==> config.mk <==
export PLATFORM = sky130hd
export DESIGN_NAME = shift_serializer_flat
export DESIGN_NICKNAME = d
export VERILOG_FILES = /design/src/rtl/shift_serializer_if.sv /design/src/rtl/shift_serializer.sv /design/src/flat_wrapper.sv
export SDC_FILE = /design/constraint.sdc
export NUM_CORES = 1
export LEC_CHECK = 0
export ABC_AREA = 1
export ABC_CLOCK_PERIOD_IN_PS = 1210
export BUFFER_PORTS_ARGS = -buffer_cell sky130_fd_sc_hd__buf_2
export CORE_MARGIN = 2
export CORE_UTILIZATION = 49
export DETAILED_ROUTE_END_ITERATION = 12
export PLACE_DENSITY_LB_ADDON = 0.12
export SLEW_MARGIN = 10
export SYNTH_ARGS = -nofsm -noshare
export SYNTH_HDL_FRONTEND = slang
export SYNTH_SLANG_ARGS = --single-unit
==> constraint.sdc <==
create_clock -name clk -period 1.21 [get_ports clk]
set_input_delay 0.242 -clock clk [delete_from_list [all_inputs] [get_ports clk]]
set_output_delay 0.242 -clock clk [all_outputs]
set_load 0.005 [all_outputs]
==> src/rtl/shift_serializer_if.sv <==
// Handshake and serial-output bundle for shift_serializer.
// The DUT uses the slave modport; the word producer uses master.
interface shift_serializer_if #(
    parameter int WIDTH = 8
);
    logic [WIDTH-1:0] in_data;
    logic             in_valid;
    logic             in_ready;
    logic             ser_out;
    logic             ser_valid;
    logic             frame_start;
    logic             busy;

    modport master (
        output in_data, in_valid,
        input  in_ready, ser_out, ser_valid, frame_start, busy
    );

    modport slave (
        input  in_data, in_valid,
        output in_ready, ser_out, ser_valid, frame_start, busy
    );
endinterface

==> src/rtl/shift_serializer.sv <==
// Parallel-to-serial front end: one WIDTH-bit word per frame, one bit per clk.
// Define SERIALIZER_PARITY_EN to append an even-parity bit to every frame.
module shift_serializer #(
    parameter int WIDTH     = 8,
    parameter int MSB_FIRST = 0,
    parameter int GAP       = 1
) (
    input  logic               clk,
    input  logic               rst,
    shift_serializer_if.slave  bus
);
`ifdef SERIALIZER_PARITY_EN
    localparam int FLEN = WIDTH + 1;
`else
    localparam int FLEN = WIDTH;
`endif
    localparam int            CW       = $clog2(FLEN + 1);
    localparam logic [CW-1:0] CNT_LAST = CW'(FLEN - 1);
    localparam logic [3:0]    GAP_LAST = (GAP > 0) ? 4'(GAP - 1) : 4'd0;

    typedef enum logic [1:0] {ST_IDLE, ST_SHIFT, ST_GAP} state_t;

    state_t           state_q, state_d;
    logic [CW-1:0]    cnt_q, cnt_d;
    logic [3:0]       gap_q, gap_d;
    logic [WIDTH-1:0] shreg_q, shreg_d;
    logic             ser_out_q, ser_out_d;
    logic             ser_valid_q, ser_valid_d;
    logic             frame_start_q, frame_start_d;
`ifdef SERIALIZER_PARITY_EN
    logic             par_q, par_d;
`endif

    logic in_ready;
    logic accept;
    logic nxt_bit;

    assign in_ready = (state_q == ST_IDLE) ||
                      (state_q == ST_SHIFT && cnt_q == CNT_LAST && GAP == 0);
    assign accept   = bus.in_valid && in_ready;

    // shreg holds only the bits not yet presented, so the next bit is always at the exit end.
    always_comb begin
        nxt_bit = (MSB_FIRST != 0) ? shreg_q[WIDTH-1] : shreg_q[0];
`ifdef SERIALIZER_PARITY_EN
        if (cnt_q == CW'(WIDTH - 1)) nxt_bit = par_q;
`endif
    end

    always_comb begin
        state_d       = state_q;
        cnt_d         = cnt_q;
        gap_d         = gap_q;
        shreg_d       = shreg_q;
        ser_out_d     = 1'b0;
        ser_valid_d   = 1'b0;
        frame_start_d = 1'b0;
`ifdef SERIALIZER_PARITY_EN
        par_d         = par_q;
`endif
        case (state_q)
            ST_SHIFT: begin
                if (cnt_q != CNT_LAST) begin
                    cnt_d       = cnt_q + 1'b1;
                    ser_out_d   = nxt_bit;
                    ser_valid_d = 1'b1;
                    shreg_d     = (MSB_FIRST != 0) ? {shreg_q[WIDTH-2:0], 1'b0}
                                                   : {1'b0, shreg_q[WIDTH-1:1]};
                end else if (GAP > 0) begin
                    state_d = ST_GAP;
                    gap_d   = 4'd0;
                end else begin
                    state_d = ST_IDLE;
                end
            end
            ST_GAP: begin
                if (gap_q == GAP_LAST) state_d = ST_IDLE;
                else                   gap_d   = gap_q + 4'd1;
            end
            default: ;
        endcase

        // Accept overrides the frame-end transition, which gives back-to-back frames when GAP==0.
        if (accept) begin
            state_d       = ST_SHIFT;
            cnt_d         = '0;
            ser_valid_d   = 1'b1;
            frame_start_d = 1'b1;
            ser_out_d     = (MSB_FIRST != 0) ? bus.in_data[WIDTH-1] : bus.in_data[0];
            shreg_d       = (MSB_FIRST != 0) ? {bus.in_data[WIDTH-2:0], 1'b0}
                                             : {1'b0, bus.in_data[WIDTH-1:1]};
`ifdef SERIALIZER_PARITY_EN
            par_d         = ^bus.in_data;
`endif
        end
    end

    always_ff @(posedge clk) begin
        if (rst) begin
            state_q       <= ST_IDLE;
            cnt_q         <= '0;
            gap_q         <= '0;
            shreg_q       <= '0;
            ser_out_q     <= 1'b0;
            ser_valid_q   <= 1'b0;
            frame_start_q <= 1'b0;
`ifdef SERIALIZER_PARITY_EN
            par_q         <= 1'b0;
`endif
        end else begin
            state_q       <= state_d;
            cnt_q         <= cnt_d;
            gap_q         <= gap_d;
            shreg_q       <= shreg_d;
            ser_out_q     <= ser_out_d;
            ser_valid_q   <= ser_valid_d;
            frame_start_q <= frame_start_d;
`ifdef SERIALIZER_PARITY_EN
            par_q         <= par_d;
`endif
        end
    end

    assign bus.in_ready    = in_ready;
    assign bus.ser_out     = ser_out_q;
    assign bus.ser_valid   = ser_valid_q;
    assign bus.frame_start = frame_start_q;
    assign bus.busy        = (state_q != ST_IDLE);

endmodule

==> src/flat_wrapper.sv <==
// flat-port wrapper written by rule: the top's interface ports become plain ports
module shift_serializer_flat 
#(
    parameter int WIDTH     = 8,
    parameter int MSB_FIRST = 0,
    parameter int GAP       = 1
)
  (clk, rst, bus_in_data, bus_in_valid, bus_in_ready, bus_ser_out, bus_ser_valid, bus_frame_start, bus_busy);
  shift_serializer_if #(.WIDTH(WIDTH)) bus_i ();
  input  logic clk;
  input  logic rst;
  input wire logic [$bits(bus_i.in_data)-1:0] bus_in_data;
  input wire logic [$bits(bus_i.in_valid)-1:0] bus_in_valid;
  output wire logic [$bits(bus_i.in_ready)-1:0] bus_in_ready;
  output wire logic [$bits(bus_i.ser_out)-1:0] bus_ser_out;
  output wire logic [$bits(bus_i.ser_valid)-1:0] bus_ser_valid;
  output wire logic [$bits(bus_i.frame_start)-1:0] bus_frame_start;
  output wire logic [$bits(bus_i.busy)-1:0] bus_busy;
  assign bus_i.in_data = bus_in_data;
  assign bus_i.in_valid = bus_in_valid;
  assign bus_in_ready = bus_i.in_ready;
  assign bus_ser_out = bus_i.ser_out;
  assign bus_ser_valid = bus_i.ser_valid;
  assign bus_frame_start = bus_i.frame_start;
  assign bus_busy = bus_i.busy;
  shift_serializer #(.WIDTH(WIDTH), .MSB_FIRST(MSB_FIRST), .GAP(GAP)) u_core (.clk(clk), .rst(rst), .bus(bus_i));
endmodule
# After elaboration in Yosys (flattened, before gate mapping)
# Index checks and enable logic that the tools add are counted.
# W data, S select, Z words.
dict set report classes {
  n_addsub 2
  n_eq_ne 8
  n_mux 17
  n_reduce_logical 14
}
# operator n
set op_table {}
lappend op_table {{$mux W7} 3}
lappend op_table {{$reduce_and A3 Y1} 3}
lappend op_table {{$add A4 B1 Y4 const B} 2}
lappend op_table {{$mux W1} 8}
lappend op_table {{$mux W4} 2}
lappend op_table {{$pmux W4 S2} 1}
lappend op_table {{$reduce_bool A2 Y1} 4}
lappend op_table {{$logic_not A4 Y1} 1}
lappend op_table {{$mux W2} 2}
lappend op_table {{$ne A2 B2 Y1 const B} 2}
lappend op_table {{$ne A4 B3 Y1 const B} 1}
lappend op_table {{$pmux W2 S2} 1}
lappend op_table {{$reduce_and A2 Y1} 2}
lappend op_table {{$ne A3 B1 Y1 const B} 1}
lappend op_table {{$ne A3 B2 Y1 const B} 1}
lappend op_table {{$reduce_bool A3 Y1} 1}
lappend op_table {{$eq A2 B1 Y1 const B} 1}
lappend op_table {{$eq A2 B2 Y1 const B} 1}
lappend op_table {{$logic_not A2 Y1} 1}
lappend op_table {{$ne A2 B1 Y1 const B} 1}
lappend op_table {{$reduce_or A2 Y1} 1}
lappend op_table {{$logic_and A1 B1 Y1} 1}
dict set report word_totals {
  ff_bits 20
  inputBits 11
  output_inout_bits 5
  elab_cells 49
}

# Logic depth before layout (Yosys ltp)
# Gate-level depths: netlist of run 1.
dict set report logic_depth {
  word_depth 4
  ltp_mapped 8
}

# Least setup slack after synthesis of run 1
# Ideal clock, no wire load.
dict set report synth_timing {
  kind {reg-to-reg}
  startpoint {register u_core.state_q[0]}
  endpoint {register u_core.shreg_q[6]}
  setup_ps 87
  arrival_time_ps 1194
  setup_slack_ps -71
  stages_incl_launch_ff 8
  n_path_buf 0
  path_cell_list {dfxtp_1 -> inv_1 -> ha_1 -> nand2_2 -> inv_2 -> nor2_2 -> inv_1 -> o31ai_1}
}
dict set report synth_via {
  elab_chain_len 4
}
# element line_no
set synth_lines {}
lappend synth_lines {{from (decl)} shift_serializer.sv:23} ;# state_t state_q, state_d;
lappend synth_lines {{from (signal assigned)} shift_serializer.sv:111} ;# state_q <= state_d;
lappend synth_lines {{$logic_not A2 Y1 (*)} shift_serializer.sv:38} ;# assign in_ready = (state_q == ST_IDLE) ||
lappend synth_lines {{net bus_in_ready} flat_wrapper.sv:14} ;# output wire logic [$bits(bus_i.in_ready)-1:0] bus_in_ready;
lappend synth_lines {{$logic_and A1 B1 Y1 (*)} shift_serializer.sv:40} ;# assign accept = bus.in_valid && in_ready;
lappend synth_lines {{$reduce_bool A2 Y1 (no line)} -}
lappend synth_lines {{$reduce_and A2 Y1 (no line)} -}
lappend synth_lines {{to (signal assigned)} shift_serializer.sv:114} ;# shreg_q <= shreg_d;
lappend synth_lines {{to (decl)} shift_serializer.sv:26} ;# logic [WIDTH-1:0] shreg_q, shreg_d;
# The timed path passes the listed nets; every way through them passes the cells marked *.
# A chain may end at the register's enable or synchronous reset.

# Worst setup path after layout of run 1
dict set report layout_timing {
  startpoint {register u_core.gap_q[1]}
  endpoint {register u_core.gap_q[2]}
}
dict set report layout_via {
  elab_chain_len 3
}
# element line_no
set layout_lines {}
lappend layout_lines {{from (decl)} shift_serializer.sv:25} ;# logic [3:0] gap_q, gap_d;
lappend layout_lines {{from (signal assigned)} shift_serializer.sv:113} ;# gap_q <= gap_d;
lappend layout_lines {{$add A4 B1 Y4 / $logic_not A4 Y1 (equally long branches)} {shift_serializer.sv:78, shift_serializer.sv:77}}
lappend layout_lines {{$mux W4 / $ne A2 B2 Y1 (equally long branches)} -}
lappend layout_lines {{$pmux W4 S2 / $reduce_and A3 Y1 (equally long branches)} -}
# Several ways; a longest one is shown, not always the timed one. The select of a mux whose other input is x is not followed.

==> summary.txt, run 1 <==
================================================================================
Run status ........................................................ complete, but fails checks
Violated checks ................................................... negative setup slack
Longest Clk Path Bufs .............................................            2
Register share of total power .....................................        0.260
Layout filler cell count ..........................................          115
Clock tree from TritonCTS .........................................          yes
Final antenna-violating net count .................................            0
Number of buffers created by CTS ..................................            3
Final period demand of the worst path .............................      1.41 ns
Top cells by area in the synthesized netlist ...................... sky130_fd_sc_hd__dfxtp_1 (40%), sky130_fd_sc_hd__nand2_1 (16%), sky130_fd_sc_hd__a21oi_1 (8.4%)
Gate Count Post-Synth .............................................          142
Routed wire length ................................................      3.46 mm
First-pass GRT wire length ........................................      4.69 mm
Switching fraction of total power .................................        0.401
Most frequently used flop master after synthesis .................. sky130_fd_sc_hd__dfxtp_1
Share of the synthesized area in the top cell type ................        0.396
Crit path buffers/inverters .......................................            2
Number of setup violations in the final report ....................           21
Footprint of the multi-input gates ................................      772 um2
Clk_lat worst skew ................................................      0.32 ns
Detailed-route via count ..........................................         1170
Drt initial violations ............................................           24
Worst reg2reg endpoint ............................................ u_core.gap_q[2]
Total Nets Final ..................................................          203
Peak per-stage delay on the critical path .........................      0.38 ns
Cell repeated most along the worst path ........................... sky130_fd_sc_hd__nand2_1
Number of enable flip-flop cells after synthesis ..................            0
Cell types with the highest counts after synthesis ................ sky130_fd_sc_hd__nand2_1 (42), sky130_fd_sc_hd__dfxtp_1 (20), sky130_fd_sc_hd__a21oi_1 (17), sky130_fd_sc_hd__inv_1 (17), sky130_fd_sc_hd__nand3_1 (12)
Cell total after placement ........................................          196
CP arrival ........................................................      1.67 ns
Via count of the first global-routing pass ........................         1041
Last weighted congestion value of the routability-driven placer ...        0.821
Worst setup EP type ...............................................         flop
Hold Path Class ................................................... input port to flop
Slowest cell on the critical path ................................. sky130_fd_sc_hd__dfxtp_1
Maximum clock rate ................................................      708 MHz
Post-synthesis instance area ......................................     1010 um2
Relative slew slack ...............................................        0.761
Number of instances on the worst hold path ........................            3
Synthesis-stage register bit count ................................           20
Synthesized area per cell .........................................     7.12 um2
Largest fanout on the critical path ...............................            4
Ant. Diodes .......................................................            0
Family with the most delay on the worst path ...................... simple AND/OR/NAND/NOR gates
Worst reg-to-reg path cell count ..................................            8
Average wire per cell in the routed design ........................      16.3 um
NetSw .............................................................      1.33 mW
Sum Neg Setup Slack ...............................................     -2.38 ns
Number of warnings reported in the yosys synthesis log ............            0
Clock transition at path regs .....................................      0.13 ns
Vert. Die Dim .....................................................      49.4 um
Tightest Pin Transition ...........................................     0.358 ns
Met1 Wirelength ...................................................      1.40 mm
Initial standard-cell utilization of the core .....................        0.515
Die width .........................................................      49.4 um
Critical path class ............................................... flop to flop
Hold-critical path endpoint ....................................... u_core.bus.ser_out
Setup repair after global routing missed its margin ...............          yes
Max-slew violation total from the final report ....................            0
Total congestion overflow after global routing ....................            0
CP startpoint kind ................................................         flop
Register cell area after layout ...................................      405 um2
Met2 Wirelength ...................................................      1.74 mm
Detailed-router iteration count before antenna repair .............            4
Number of port buffers ............................................           15
Req. time, crit path ..............................................      1.47 ns
Layout cell share with drive strength beyond 1 ....................        0.568
Number of distinct library cells after synthesis ..................           20
Number of cell rows ...............................................           16
Vias per cell .....................................................         5.52
Estimated wirelength of the detail-placed design ..................      1.66 mm
Combinational cell fraction of total power ........................        0.565
Instance count on the critical path ...............................            8
Share of total power in the clock network .........................        0.175
R2R Setup Slk .....................................................     -0.20 ns
Power density cells ...............................................  2010 nW/um2
Met3 routed wirelength ............................................       188 um
Detailed-route DRC error count ....................................            0
Overall power .....................................................      3.31 mW
Clock sink count ..................................................           20
Worst setup skew after layout .....................................   0.00992 ns
Clock tree root driver cell ....................................... sky130_fd_sc_hd__clkbuf_4
Reported max-cap violation count ..................................            0
Area after DPL ....................................................     1210 um2
Minimum setup slack in the final design ...........................    -0.202 ns
Async set-or-reset flop fraction in the synthesized netlist .......            0
Maximum resistive drop on vdd .....................................      1.55 mV
Maximum number of pins on one net before global-route repair ......           14
Core outline area .................................................     1960 um2
Worst setup slack before clock tree synthesis .....................    -0.108 ns
Highest signal layer in the routed design .........................         met4
Internal power component ..........................................      1.98 mW
Final critical-path share of the clock period .....................         1.17
Cells along the critical path ..................................... buf_4 > ha_1 > inv_1 > nand2_1 > nand2_1 > nor2_1 > nand3_2 > a21oi_2
Aggregate global-route resource usage .............................        0.252
Cell type with the highest aggregate area in the netlist .......... sky130_fd_sc_hd__dfxtp_1
Most repeated cell in the gate-level netlist after synthesis ...... sky130_fd_sc_hd__nand2_1
R2r startpoint .................................................... u_core.gap_q[1]
Startpoint of the tightest hold check path ........................ bus_in_data[0]
Static leakage power ..............................................     0.688 nW
Sequential element share of the synthesized area ..................        0.396
Post-Layout Cell Count ............................................          212
Number of antenna violations at the first check in global routing .            0
Hold Vio Cnt, Final ...............................................            0
Layout overhead on the synthesized area ...........................        63.0%
I/O Pins ..........................................................           16
Number of H-tree branching levels .................................            1
Final Instance Area ...............................................     1650 um2
Overall die area ..................................................     2440 um2
Synthesized Nets ..................................................          159
================================================================================
## layer usage
| metal | vias to the layer above | GRT usage |
|---|---|---|
| li1 | 550 | - |
| met1 | 563 | 0.305 |
| met2 | 41 | 0.437 |
| met3 | 16 | 0.0399 |
| met4 | 0 | 0.111 |
| met5 | - | 0 |
## power by group through the flow
stage | Clock (mW) | Combinational, mW | Sequential [mW]
after detailed placement | 0 | 0.988 | 0.846
after global routing | 0.603 | 2.00 | 0.867
final | 0.579 | 1.87 | 0.859
after global placement | 0 | 0.964 | 0.840
after floorplan | 0 | 0.656 | 0.842
after CTS | 0.564 | 1.42 | 0.841
## worst max path at each step
stage / from / endpoint
6_report: u_core.gap_q[1] / u_core.gap_q[2]
5_1_grt: u_core.gap_q[0] / u_core.gap_q[2]
4_1_cts: u_core.state_q[1] / bus_busy
3_5_place_dp: u_core.state_q[0] / u_core.state_q[1]
3_3_place_gp: u_core.state_q[0] / u_core.shreg_q[6]
2_1_floorplan: u_core.state_q[0] / u_core.shreg_q[6]
## layout by cell type, fill, tap and decap left out, types with 3 or more instances in the layout
cell type	synthesis	layout
sky130_fd_sc_hd__nand2_1	42	28
sky130_fd_sc_hd__buf_4	1	19
sky130_fd_sc_hd__dfxtp_1	20	16
sky130_fd_sc_hd__buf_2	0	15
sky130_fd_sc_hd__inv_1	17	12
sky130_fd_sc_hd__nand2_2	1	12
sky130_fd_sc_hd__a21oi_2	0	12
sky130_fd_sc_hd__buf_6	0	8
sky130_fd_sc_hd__nor2_1	8	6
sky130_fd_sc_hd__nand3_1	12	6
sky130_fd_sc_hd__nand3_2	2	5
sky130_fd_sc_hd__a21oi_1	17	4
sky130_fd_sc_hd__ha_4	0	4
sky130_fd_sc_hd__dfxtp_2	0	4
sky130_fd_sc_hd__inv_2	1	3
sky130_fd_sc_hd__nand3_4	0	3
sky130_fd_sc_hd__nand2_4	1	3
sky130_fd_sc_hd__o21ai_2	0	3
sky130_fd_sc_hd__clkbuf_4	0	3
## through the flow
step / hold WS, ns / utilization
after floorplan: 0.338 / -
after global placement: 0.442 / 0.619
after detailed placement: 0.448 / 0.619
after CTS: 0.118 / 0.747
after global routing: 0.134 / 0.840
final: 0.117 / 0.840
## kinds of logic (layout without fill, tap and decap cells)
| kind of cell | count (synthesis) | after routing | share of synthesized area |
|---|---|---|---|
| DFF | 20 | 20 | 0.396 |
| adders and majority gates | 6 | 6 | 0.0743 |
| and+or+nand+nor | 70 | 70 | 0.307 |
| AOI/OAI and AO/OA | 24 | 24 | 0.121 |
| xor gates and xnor gates | 1 | 1 | 0.00866 |
| buffers and inverters | 21 | 64 | 0.0928 |
## worst min-delay path: stages
cell                      delay, ns
sky130_fd_sc_hd__buf_2         0.08
sky130_fd_sc_hd__nand2_1       0.04
sky130_fd_sc_hd__o21ai_1       0.06
## registers in the layout, indices dropped and copies added, names as in the netlist
register	count
u_core.bus.frame_start	1
u_core.bus.ser_out	1
u_core.bus.ser_valid	1
u_core.cnt_q	4
u_core.gap_q	4
u_core.shreg_q	7
u_core.state_q	2
## area by class of cell
class                           instances  area share
Timing Repair Buffer                   42       0.187
Clock inverter                          1      0.0182
Sequential cell                        20       0.246
Tap cell                               27      0.0205
Multi-Input combinational cell        101       0.468
Inverter                               18      0.0463
Clock buffer                            3      0.0137
## timing repair
| item | 4_1_cts | 5_1_grt |
|---|---|---|
| setup buffers | 10 | 3 |
| hold buffers | 0 | 0 |
| cloned | 0 | 0 |
| pin swaps | 14 | 14 |
| gates resized for setup | 41 | 40 |
| endpoints found under the setup margin | 18 | 21 |
(Power assumes the default switching activity.)
==> inputs of run 2 (changes only) <==
- SETUP_SLACK_MARGIN: unset -> 0.5
- SLEW_MARGIN: 10 -> unset
==> summary.txt, run 2 (same netlist as run 1, synthesis figures left out) <==
================================================================================
Share of total power in the clock network .........................        0.134
Maximum resistive drop on vdd .....................................      1.44 mV
Ant. Diodes .......................................................            0
Last weighted congestion value of the routability-driven placer ...        0.828
Most frequent cells in the layout ................................. sky130_fd_sc_hd__nand2_1 (40), sky130_fd_sc_hd__buf_2 (15), sky130_fd_sc_hd__dfxtp_1 (13), sky130_fd_sc_hd__a21oi_1 (11), sky130_fd_sc_hd__inv_1 (10)
Layout cell share with drive strength beyond 1 ....................        0.451
Number of buffers created by CTS ..................................            3
Max reg flops .....................................................            7
Power density cells ...............................................  1890 nW/um2
Number of H-tree branching levels .................................            1
Number of port buffers ............................................           15
Final period demand of the worst path .............................      1.30 ns
Switching fraction of total power .................................        0.399
Overall die area ..................................................     2440 um2
Die width .........................................................      49.4 um
Top Registers ..................................................... u_core.shreg_q x7, u_core.cnt_q x4, u_core.gap_q x4
Average wire per cell in the routed design ........................      13.7 um
Tightest Pin Transition ...........................................     0.372 ns
Clk_lat worst skew ................................................      0.30 ns
NetSw .............................................................      1.14 mW
Number of antenna violations at the first check in global routing .            0
Maximum clock rate ................................................      767 MHz
Combinational cell fraction of total power ........................        0.560
Layout overhead on the synthesized area ...........................        50.1%
Req. time, crit path ..............................................      0.97 ns
Hold Worst Slack ..................................................     0.150 ns
Via count of the first global-routing pass ........................          885
Detailed-route DRC error count ....................................            0
Final Util ........................................................        0.774
Vert. Die Dim .....................................................      49.4 um
Clock transition at path regs .....................................      0.11 ns
Area after DPL ....................................................     1230 um2
Routed wire length ................................................      2.78 mm
Total congestion overflow after global routing ....................            0
Final antenna-violating net count .................................            0
Layout filler cell count ..........................................          156
CP arrival ........................................................      1.06 ns
Clock tree from TritonCTS .........................................          yes
Aggregate global-route resource usage .............................        0.197
Static leakage power ..............................................     0.637 nW
Overall power .....................................................      2.87 mW
Worst setup EP type ...............................................   output pin
Setup repair after global routing missed its margin ...............          yes
Max-slew violation total from the final report ....................            0
Drt initial violations ............................................           25
Total Nets Final ..................................................          193
Register share of total power .....................................        0.306
First-pass GRT wire length ........................................      3.74 mm
Reported max-cap violation count ..................................            0
Sum Neg Setup Slack ...............................................    -0.465 ns
Number of setup violations in the final report ....................           12
Estimated wirelength of the detail-placed design ..................      1.64 mm
Maximum number of pins on one net before global-route repair ......           17
Detailed-router iteration count before antenna repair .............            6
Vias per cell .....................................................         5.19
Number of buffers inserted by hold repair at cts ..................            0
Final critical-path share of the clock period .....................         1.08
Clock tree root driver cell ....................................... sky130_fd_sc_hd__clkbuf_4
Run status ........................................................ complete, but fails checks
Minimum setup slack in the final design ...........................   -0.0932 ns
I/O Pins ..........................................................           16
Detailed-route via count ..........................................         1049
Number of cell rows ...............................................           16
Largest fanout on the critical path ...............................            3
Core outline area .................................................     1960 um2
Internal power component ..........................................      1.72 mW
Hold Vio Cnt, Final ...............................................            0
Final Instance Area ...............................................     1520 um2
Initial standard-cell utilization of the core .....................        0.515
Critical path class ............................................... flop to output pin
Relative slew slack ...............................................        0.752
CP startpoint kind ................................................         flop
Worst setup skew after layout .....................................   0.00553 ns
Top reg by flops .................................................. u_core.shreg_q
Clock sink count ..................................................           20
Violated checks ................................................... negative setup slack
Most common cell after layout, fill and taps aside ................ sky130_fd_sc_hd__nand2_1
Hold Path Class ................................................... input port to flop
Longest Clk Path Bufs .............................................            2
================================================================================
==> run 2: changes by cell type in the layout (fill, tap and decap cells not counted), moves of 7 or more <==
cell / delta
sky130_fd_sc_hd__nand2_1: +12
sky130_fd_sc_hd__a21oi_2: -7
sky130_fd_sc_hd__nand2_2: -11
sky130_fd_sc_hd__buf_4: -10
sky130_fd_sc_hd__a21oi_1: +7
==> run 2: power groups by stage <==
| stage | Clock, mW | Combinational [mW] | Sequential (mW) |
|---|---|---|---|
| finish | 0.384 | 1.60 | 0.877 |
| global route | 0.431 | 1.71 | 0.889 |
| CTS | 0.386 | 1.19 | 0.855 |
| detailed placement | 0 | 1.03 | 0.871 |
| global placement | 0 | 1.02 | 0.863 |
| floorplan | 0 | 0.788 | 0.862 |
==> run 2: critical path, stage by stage (launching register included) <==
cell and delay, ns:
sky130_fd_sc_hd__dfxtp_4 0.38, sky130_fd_sc_hd__inv_4 0.07, sky130_fd_sc_hd__ha_4 0.17, sky130_fd_sc_hd__inv_2 0.03, sky130_fd_sc_hd__buf_2 0.11
==> run 2: per-layer routing <==
metal | up-vias | part of all wire | GRT usage
li1 | 524 | - | -
met2 | 24 | 0.53 | 0.363
met5 | - | 0 | 0
met1 | 493 | 0.42 | 0.235
met4 | 0 | 0.022 | 0.0556
met3 | 8 | 0.027 | 0.0276
==> run 2: final timing paths <==
| kind | to | start | slack (ns) | cells after the start |
|---|---|---|---|---|
| max | bus_busy | u_core.state_q[0] | -0.09 | 4 |
| min | u_core.bus.ser_out | bus_in_data[0] | 0.15 | 3 |
| max reg2reg | u_core.state_q[1] | u_core.state_q[0] | -0.07 | 7 |
| min reg2reg | u_core.bus.ser_out | u_core.shreg_q[0] | 0.49 | 2 |
==> run 2: cell type report <==
class / count / area [um2] / share of cell area
Sequential cell: 20 / 414 / 0.273
Inverter: 18 / 75.1 / 0.0495
Tap cell: 27 / 33.8 / 0.0223
Timing Repair Buffer: 31 / 244 / 0.161
Multi-Input combinational cell: 102 / 714 / 0.471
Clock buffer: 4 / 36.3 / 0.0239
==> run 2: stage by stage <==
| step | worst slack, ns | std cells |
|---|---|---|
| 2_1_floorplan | 0.103 | 142 |
| 3_5_place_dp | -0.0285 | 187 |
| 4_1_cts | -0.0686 | 195 |
| 5_1_grt | -0.152 | 202 |
| 6_report | -0.0932 | 202 |
| 3_3_place_gp | -0.00479 | 187 |
==> run 2: timing repair <==
action / in CTS / in global routing
setup buffers: 4 / 5
pin swaps: 5 / 6
cloned: 0 / 2
setup endpoints to repair: 25 / 25
gates resized for setup: 11 / 31
